File: src/rtl/debug_pattern_generator.sv
// Synthetic colour-bar video source writing marker + RGB565 pixel words into the video FIFO.
// Each frame is one marker word (bit 16 set) followed by FRAME_WIDTH x FRAME_HEIGHT pixels in 8 vertical bars.
module debug_pattern_generator #(
  parameter int FRAME_WIDTH  = 480,
  parameter int FRAME_HEIGHT = 272,
  parameter int LOG_LEVEL    = 3
) (
  input  logic        clk,
  input  logic        reset_n,
  input  logic        queue_full,
  output logic [16:0] queue_data,
  output logic        queue_wr_en
);

  localparam int BAR_W = FRAME_WIDTH / 8;
  localparam int XW    = $clog2(FRAME_WIDTH + 1);
  localparam int YW    = $clog2(FRAME_HEIGHT + 1);
  localparam int BW    = $clog2(BAR_W + 1);

  localparam logic [XW-1:0] X_LAST   = XW'(FRAME_WIDTH - 1);
  localparam logic [YW-1:0] Y_LAST   = YW'(FRAME_HEIGHT - 1);
  localparam logic [BW-1:0] BAR_LAST = BW'(BAR_W - 1);

  localparam logic [0:0] ST_MARKER = 1'b0;
  localparam logic [0:0] ST_PIXELS = 1'b1;

  localparam logic [16:0] MARKER_WORD = 17'h10000;

  if (FRAME_WIDTH < 8) begin : g_bad_width
    $error("FRAME_WIDTH must be at least 8");
  end
  if (FRAME_HEIGHT < 1) begin : g_bad_height
    $error("FRAME_HEIGHT must be at least 1");
  end
  if (LOG_LEVEL < 0) begin : g_bad_log
    $error("LOG_LEVEL must be non-negative");
  end

  function automatic logic [15:0] colour(input logic [2:0] b);
    case (b)
      3'd0:    colour = 16'hFFFF;
      3'd1:    colour = 16'hFFE0;
      3'd2:    colour = 16'h07FF;
      3'd3:    colour = 16'h07E0;
      3'd4:    colour = 16'hF81F;
      3'd5:    colour = 16'hF800;
      3'd6:    colour = 16'h001F;
      default: colour = 16'h0000;
    endcase
  endfunction

  // active_q goes high on the first edge after reset, loading the marker so data is 0 while in reset.
  logic          active_q, active_d;
  logic [0:0]    state_q, state_d;
  logic [XW-1:0] x_q, x_d;
  logic [YW-1:0] y_q, y_d;
  logic [2:0]    bar_q, bar_d;
  logic [BW-1:0] bar_cnt_q, bar_cnt_d;
  logic [16:0]   data_q, data_d;
  logic          accept;

  assign accept      = active_q & ~queue_full;
  assign queue_wr_en = accept;
  assign queue_data  = data_q;

  always_comb begin
    active_d  = active_q;
    state_d   = state_q;
    x_d       = x_q;
    y_d       = y_q;
    bar_d     = bar_q;
    bar_cnt_d = bar_cnt_q;
    data_d    = data_q;
    if (!active_q) begin
      active_d = 1'b1;
      data_d   = MARKER_WORD;
    end else if (accept) begin
      if (state_q == ST_MARKER) begin
        state_d   = ST_PIXELS;
        x_d       = '0;
        y_d       = '0;
        bar_d     = 3'd0;
        bar_cnt_d = '0;
        data_d    = {1'b0, colour(3'd0)};
      end else if (x_q == X_LAST) begin
        x_d       = '0;
        bar_d     = 3'd0;
        bar_cnt_d = '0;
        if (y_q == Y_LAST) begin
          y_d     = '0;
          state_d = ST_MARKER;
          data_d  = MARKER_WORD;
        end else begin
          y_d    = y_q + 1'b1;
          data_d = {1'b0, colour(3'd0)};
        end
      end else begin
        x_d = x_q + 1'b1;
        // Bar advances every BAR_W columns and sticks at 7 for any remainder columns.
        if (bar_cnt_q == BAR_LAST) begin
          bar_cnt_d = '0;
          bar_d     = (bar_q == 3'd7) ? 3'd7 : bar_q + 3'd1;
        end else begin
          bar_cnt_d = bar_cnt_q + 1'b1;
        end
        data_d = {1'b0, colour(bar_d)};
      end
    end
  end

  always_ff @(posedge clk or negedge reset_n) begin
    if (!reset_n) begin
      active_q  <= 1'b0;
      state_q   <= ST_MARKER;
      x_q       <= '0;
      y_q       <= '0;
      bar_q     <= 3'd0;
      bar_cnt_q <= '0;
      data_q    <= 17'h00000;
    end else begin
      active_q  <= active_d;
      state_q   <= state_d;
      x_q       <= x_d;
      y_q       <= y_d;
      bar_q     <= bar_d;
      bar_cnt_q <= bar_cnt_d;
      data_q    <= data_d;
    end
  end

endmodule

File: config.mk
export PLATFORM = sky130hd
export DESIGN_NAME = debug_pattern_generator
export DESIGN_NICKNAME = d
export VERILOG_FILES = /design/src/rtl/debug_pattern_generator.sv
export SDC_FILE = /design/constraint.sdc
export NUM_CORES = 1
export LEC_CHECK = 0
export ABC_AREA = 1
export BUFFER_PORTS_ARGS = -buffer_cell sky130_fd_sc_hd__buf_2
export CAP_MARGIN = 10
export CORE_MARGIN = 3
export CORE_UTILIZATION = 45
export DETAILED_ROUTE_END_ITERATION = 10
export PLACE_DENSITY_LB_ADDON = 0.05
export SYNTH_ARGS = -nofsm -noshare
export SYNTH_HDL_FRONTEND = slang
export SYNTH_SLANG_ARGS = --single-unit
File: constraint.sdc
create_clock -name clk -period 1.33 [get_ports clk]
set_input_delay 0.1995 -clock clk [delete_from_list [all_inputs] [get_ports clk]]
set_output_delay 0.1995 -clock clk [all_outputs]
set_load 0.02 [all_outputs]
==> out/qor.yml, run 1 <==
critPathArrivalTime_ns: 1.58
root_buffer: "clkbuf_8"
fp.coreArea_sq_mm: 0.00406
required_ns: 1.55
vias_per_cell: 4.74
synth.distinct_cells: 30
num_vias: 1575
grt_usage_pct: 16.9
gp_congestion: 0.769
period_share_pct: 102
cp_max_fo: 4
avgSynthCellArea_sq_um: 7.87
hold_path.startpoint: "queue_full"
drv_slew: 0
clkSlewWorstSetupHoldPaths_ns: 0.07
whs_path_depth: 4
setup_viol: 3
clkLatencyLatePin_ns: 0.28
drt-initial-drc-count: 50
synth_cells: 245
cts_max_level: 2
reg2reg_depth: 10
fin_ws_ns: -0.0296
antennaDiodeCount: 0
start_util_pct: 47.5
hp-class: "in2reg"
worstSetupPathType: "reg2reg"
violations: "setup timing"
drtPass1Iterations: 4
cp-startpoint: "x_q[1]$_DFFE_PN0P_"
ys.warnings.count: 0
syn_nets: 252
grt_pass1_wl_um: 6700
finClkSkew_ns: 0.00921
cp-start-kind: "register"
cts_tree: "yes"
syn_area_sq_mm: 0.00193
grt_max_degree: 20
area_delta_synth_final_pct: 24.4
regToRegStartpoint: "x_q[1]$_DFFE_PN0P_"
period_needed_ns: 1.36
finalPower_mw: 2.75
drcViolationCount: 0
stdcell_count: 332
placed_area_sq_mm: 0.00216
cap_viol_max_count: 0
stdcell_area_sq_mm: 0.00240
grt_pass1_vias: 1476
num_rows: 23
hold_viol: 0
drive_above_1_share_pct: 30.9
pin_count: 21
ir_drop_mv: 0.746
num-nets-final: 288
cts_sinks: 33
grt_overflow: 0
final_core_utilization_pct: 59.2
power_density_mw_per_mm2: 1140
rsz0062_at_grt: "yes"
antenna_found_initial: 0
dieArea_sq_mm: 0.00511
yosysTopAreaCell: "dfrtp_1"
numPortBuffers: 20
post-dp-hpwl_um: 2740
p_leak_nw: 1.17
max_freq_ghz: 0.736
fp.dieW_um: 71.5
antenna_left: 0
cts_inserted_buffers: 5
run_status: "complete, but fails checks"
die-height_um: 71.5
n_fill_cell: 381
drt_wl_total_um: 3840
placedCellCount: 322
end_kind: "register"
synthTopCellsByArea: "dfrtp_1 (43%), nand2_1 (13%), buf_4 (5.4%), nor2_1 (5.3%), inv_1 (5.1%)"
yosys_register_bits: 33
clock_path_buffers: 2
synth_top_area_share_pct: 42.8
ys_seq_area_share_pct: 42.8
wl_per_cell_um: 11.6
setup_tns_ns: -0.0312
## layout make-up
cell class | instances | area (sq um) | area share, %
multi-input cells | 167 | 951 | 39.6
flip-flops and latches | 33 | 826 | 34.4
repair buffers | 47 | 342 | 14.2
inverters | 27 | 104 | 4.33
clock buffers | 7 | 86.3 | 3.60
well taps | 50 | 62.6 | 2.61
clock inverters | 1 | 30.0 | 1.25
## cell usage after synthesis
library cell   n
nand2_1       65
dfrtp_1       33
nor2_1        27
inv_1         26
nand3_1       18
buf_4         14
o21ai_0        9
nand4_1        6
o21ai_1        5
ha_1           4
a21oi_1        3
buf_2          3
nand2_2        3
nand2_4        3
nor2_4         3
nor3_1         3
xor2_1         3
nand3b_1       2
nor3b_1        2
o21ai_2        2
xnor2_1        2
a21oi_2        1
a21oi_4        1
a31oi_1        1
buf_6          1
conb_1         1
inv_2          1
mux2i_1        1
nand3_4        1
o21bai_1       1
## per-layer routing
layer / wire length (um) / vias to the layer above / GRT usage (%)
met5: 0 / - / 0
met4: 53 / 0 / 6.26
met3: 155 / 5 / 4.21
met2: 1690 / 25 / 26.1
met1: 1940 / 712 / 22.9
li1: - / 833 / -
## state kept, by name (all words and copies together), names as in the netlist
register and flops:
x_q 9, y_q 9, bar_cnt_q 6, queue_data 4
bar_q 3, active_q 1, state_q 1
## final timing paths
| path | endpoint | slack, ns |
|---|---|---|
| setup / recovery | x_q[8]$_DFFE_PN0P_ | -0.03 |
| hold / removal | queue_data[16]$_DFFE_PN0P_ | 0.26 |
| setup reg to reg | x_q[8]$_DFFE_PN0P_ | -0.03 |
| hold reg to reg | x_q[4]$_DFFE_PN0P_ | 0.48 |
| max in group asynchronous | x_q[1]$_DFFE_PN0P_ | 0.54 |
| min in group asynchronous | bar_cnt_q[1]$_DFFE_PN0P_ | 0.36 |
## cells by family after synthesis
family / after synthesis / share of synthesized area, %
compound gates: 23 / 7.33
xor+xnor: 5 / 2.27
fa+ha+maj: 4 / 2.59
buf+inv: 45 / 12.1
flops: 33 / 42.8
mux: 1 / 0.519
other cells: 1 / 0.194
simple gates: 133 / 32.2
## where the power goes
group | leakage, nW | internal [mW] | switching, mW
Clock | 0.0585 | 0.611 | 0.373
Sequential | 0.441 | 1.10 | 0.0747
Combinational | 0.671 | 0.268 | 0.321
## worst max-delay path: stages (launching register included)
cell and delay, ns:
dfrtp_1 0.35, ha_2 0.19, nand2_2 0.07, nor2_4 0.18, buf_6 0.14, nand2_4 0.05
nor2_4 0.11, nand2_1 0.05, nand2_1 0.05, nand2_1 0.04, nor2_1 0.08
## cell usage in the layout, fill, tap and decap left out, types with 2 or more instances in the layout
| master | netlist | routed |
|---|---|---|
| nand2_1 | 65 | 61 |
| dfrtp_1 | 33 | 33 |
| inv_1 | 26 | 24 |
| nor2_1 | 27 | 22 |
| buf_4 | 14 | 21 |
| buf_2 | 3 | 20 |
| nand3_1 | 18 | 15 |
| o21ai_1 | 5 | 9 |
| nand2_2 | 3 | 6 |
| nand4_1 | 6 | 6 |
| clkbuf_8 | 0 | 6 |
| nor2_2 | 0 | 4 |
| nor2_4 | 3 | 4 |
| o21ai_0 | 9 | 4 |
| nand3_2 | 0 | 3 |
| a21oi_1 | 3 | 3 |
| nand2_4 | 3 | 3 |
| xor2_1 | 3 | 3 |
| o21ai_2 | 2 | 3 |
| ha_2 | 0 | 3 |
| buf_6 | 1 | 3 |
| inv_2 | 1 | 2 |
| a21oi_4 | 1 | 2 |
| nand3b_1 | 2 | 2 |
| nor3b_1 | 2 | 2 |
| nor3_1 | 3 | 2 |
| xnor2_1 | 2 | 2 |
| buf_12 | 0 | 2 |
## timing repair
| item | in CTS | in global routing |
|---|---|---|
| setup endpoints to repair | 18 | 32 |
| setup buffers | 1 | 0 |
| pin swaps | 5 | 10 |
| hold endpoints to repair | 14 | 0 |
| gates resized for setup | 16 | 15 |
| hold buffers | 1 | 0 |
| gates cloned | 0 | 0 |
## stage by stage
step | worst slack, ns | hold WS [ns]
2_1_floorplan | -0.0235 | -0.0961
3_3_place_gp | -0.0699 | 0.139
3_5_place_dp | -0.0818 | 0.139
4_1_cts | -0.0572 | 0.266
5_1_grt | -0.156 | 0.313
6_report | -0.0296 | 0.264
Note: power is estimated with default switching activity, not from simulation.
==> run 2, diff against run 1 <==
Settings changed: BUFFER_PORTS_ARGS -buffer_cell sky130_fd_sc_hd__buf_2 to -buffer_cell sky130_fd_sc_hd__clkbuf_2.
==> run 2 against run 1 <==
  * Highest routed layer unchanged
  * Largest cell class unchanged
  * Final area fell by 0.10%
  * Sequential cell count did not move
  * Combinational power fell by 2%
  * Largest power group unchanged
  * The run still ends with setup timing left
==> out/qor.yml, run 2 (synthesized netlist as in run 1, its figures left out) <==
run_status: "complete, but fails checks"
violations: "setup timing"
r2r_slack_ns: -0.06
drive_above_1_share_pct: 29.8
period_share_pct: 105
num_vias: 1573
clkSlewWorstSetupHoldPaths_ns: 0.07
final_common_cell: "nand2_1"
clkPwrFrac_pct: 36.1
grt_overflow: 0
fin_ws_ns: -0.0646
num-nets-final: 291
cts_max_level: 2
post-dp-hpwl_um: 2740
p_sw_share_pct: 28.1
antenna_found_initial: 0
finClkSkew_ns: 0.0107
wl_per_cell_um: 11.8
grt_usage_pct: 16.9
root_buffer: "clkbuf_8"
slowest_stage: "dfrtp_1"
largest_registers: "x_q (9), y_q (9), bar_cnt_q (6)"
max_stage_delay_ns: 0.36
drcViolationCount: 0
numPortBuffers: 20
cts_tree: "yes"
crit_family: "simple AND/OR/NAND/NOR gates"
r2r-end: "x_q[8]$_DFFE_PN0P_"
drv_slew: 0
ir_drop_mv: 0.692
cp-start-kind: "register"
place_ws_ns: -0.0905
clkLatencyLatePin_ns: 0.29
hold_viol: 0
power_density_mw_per_mm2: 1150
cts_inserted_buffers: 5
cp-startpoint: "x_q[0]$_DFFE_PN0P_"
min_to: "queue_data[16]$_DFFE_PN0P_"
fp.coreArea_sq_mm: 0.00406
rsz0062_at_grt: "yes"
setup_viol: 20
antenna_left: 0
pin_count: 21
grt_max_degree: 20
clock_path_buffers: 2
hp-class: "in2reg"
required_ns: 1.50
regToRegStartpoint: "x_q[0]$_DFFE_PN0P_"
cp_max_fo: 4
final_cell_mix: "nand2_1 (61), dfrtp_1 (33), inv_1 (26)"
power_frac_comb_pct: 21.0
reg2reg_depth: 9
fp.dieW_um: 71.5
cts_sinks: 33
dieArea_sq_mm: 0.00511
p_leak_nw: 1.19
crit_path_frequent_cell: "nor2_4"
end_kind: "register"
start_util_pct: 47.5
grt_pass1_wl_um: 6760
period_needed_ns: 1.39
pwr-share-seq_pct: 42.9
max_freq_ghz: 0.717
num_rows: 23
drtPass1Iterations: 4
p_switching_mw: 0.775
cp_num_buf_inv: 1
cap_viol_max_count: 0
whs_path_depth: 4
crit_chain: "ha_2 -> nand2_2 -> nor2_4 -> buf_6 -> nand2_4 -> nor2_4 -> nand3_1 -> nand2_1 -> nor2_1"
drt_wl_total_um: 3960
worstSetupPathType: "reg2reg"
area_delta_synth_final_pct: 24.3
gp_congestion: 0.759
drt-initial-drc-count: 35
critPathArrivalTime_ns: 1.56
power.internal_mw: 1.98
hold_path.startpoint: "queue_full"
hold_ws_ns: 0.261
die-height_um: 71.5
final_core_utilization_pct: 59.1
antennaDiodeCount: 0
grt_pass1_vias: 1463
vias_per_cell: 4.70
-- run 2: layer usage --
| metal | vias to the layer above | share of wire, % | global-route usage, % |
|---|---|---|---|
| met5 | - | 0 | 0 |
| met4 | 0 | 1.4 | 5.64 |
| met3 | 6 | 3.1 | 4.21 |
| met2 | 23 | 46 | 26.0 |
| met1 | 705 | 50 | 23.4 |
| li1 | 839 | - | - |
-- run 2: stage by stage --
| step | cells | cell area, sq um | total power [mW] | setup TNS, ns |
|---|---|---|---|---|
| 2_1_floorplan | 245 | 1930 | 1.54 | -0.145 |
| 3_3_place_gp | 322 | 2160 | 1.74 | -0.314 |
| 3_5_place_dp | 322 | 2160 | 1.75 | -0.608 |
| 4_1_cts | 333 | 2340 | 2.77 | -0.467 |
| 5_1_grt | 335 | 2400 | 2.90 | -3.79 |
| 6_report | 335 | 2400 | 2.75 | -0.748 |
-- run 2: area by class of cell --
class | instances | area, sq um
clock buffers | 7 | 86.3
clock inverters | 1 | 30.0
multi-input cells | 167 | 931
inverters | 27 | 101
fillers | 389 | 1660
flip-flops and latches | 33 | 826
repair buffers | 50 | 362
well taps | 50 | 62.6
-- run 2: power by group through the flow --
stage | clock, mW | combinational (mW) | sequential (mW)
final | 0.995 | 0.579 | 1.18
after global placement | 0 | 0.549 | 1.19
after detailed placement | 0 | 0.551 | 1.20
after floorplan | 0 | 0.327 | 1.21
after CTS | 1.02 | 0.563 | 1.18
after global routing | 1.06 | 0.642 | 1.20
-- run 2: worst max path at each step --
stage	to	cells past startpoint	slack, ns
global route	queue_data[4]$_DFFE_PN0P_	8	-0.18
detailed placement	bar_cnt_q[0]$_DFFE_PN0P_	7	-0.09
finish	x_q[8]$_DFFE_PN0P_	9	-0.06
floorplan	y_q[4]$_DFFE_PN0P_	9	-0.02
global placement	bar_cnt_q[0]$_DFFE_PN0P_	7	-0.06
CTS	bar_cnt_q[0]$_DFFE_PN0P_	7	-0.06
-- run 2: what timing repair did --
action	4_1_cts	5_1_grt
endpoints found under the hold margin	14	0
hold buffers	1	0
buffers inserted	2	2
gates resized for setup	10	17
endpoints found under the setup margin	22	32
pin swaps	2	8
-- run 2: tightest hold or removal path: stages --
cell and delay, ns:
clkbuf_2 0.10, nand2_1 0.08, nor2_1 0.09, nor2_1 0.05
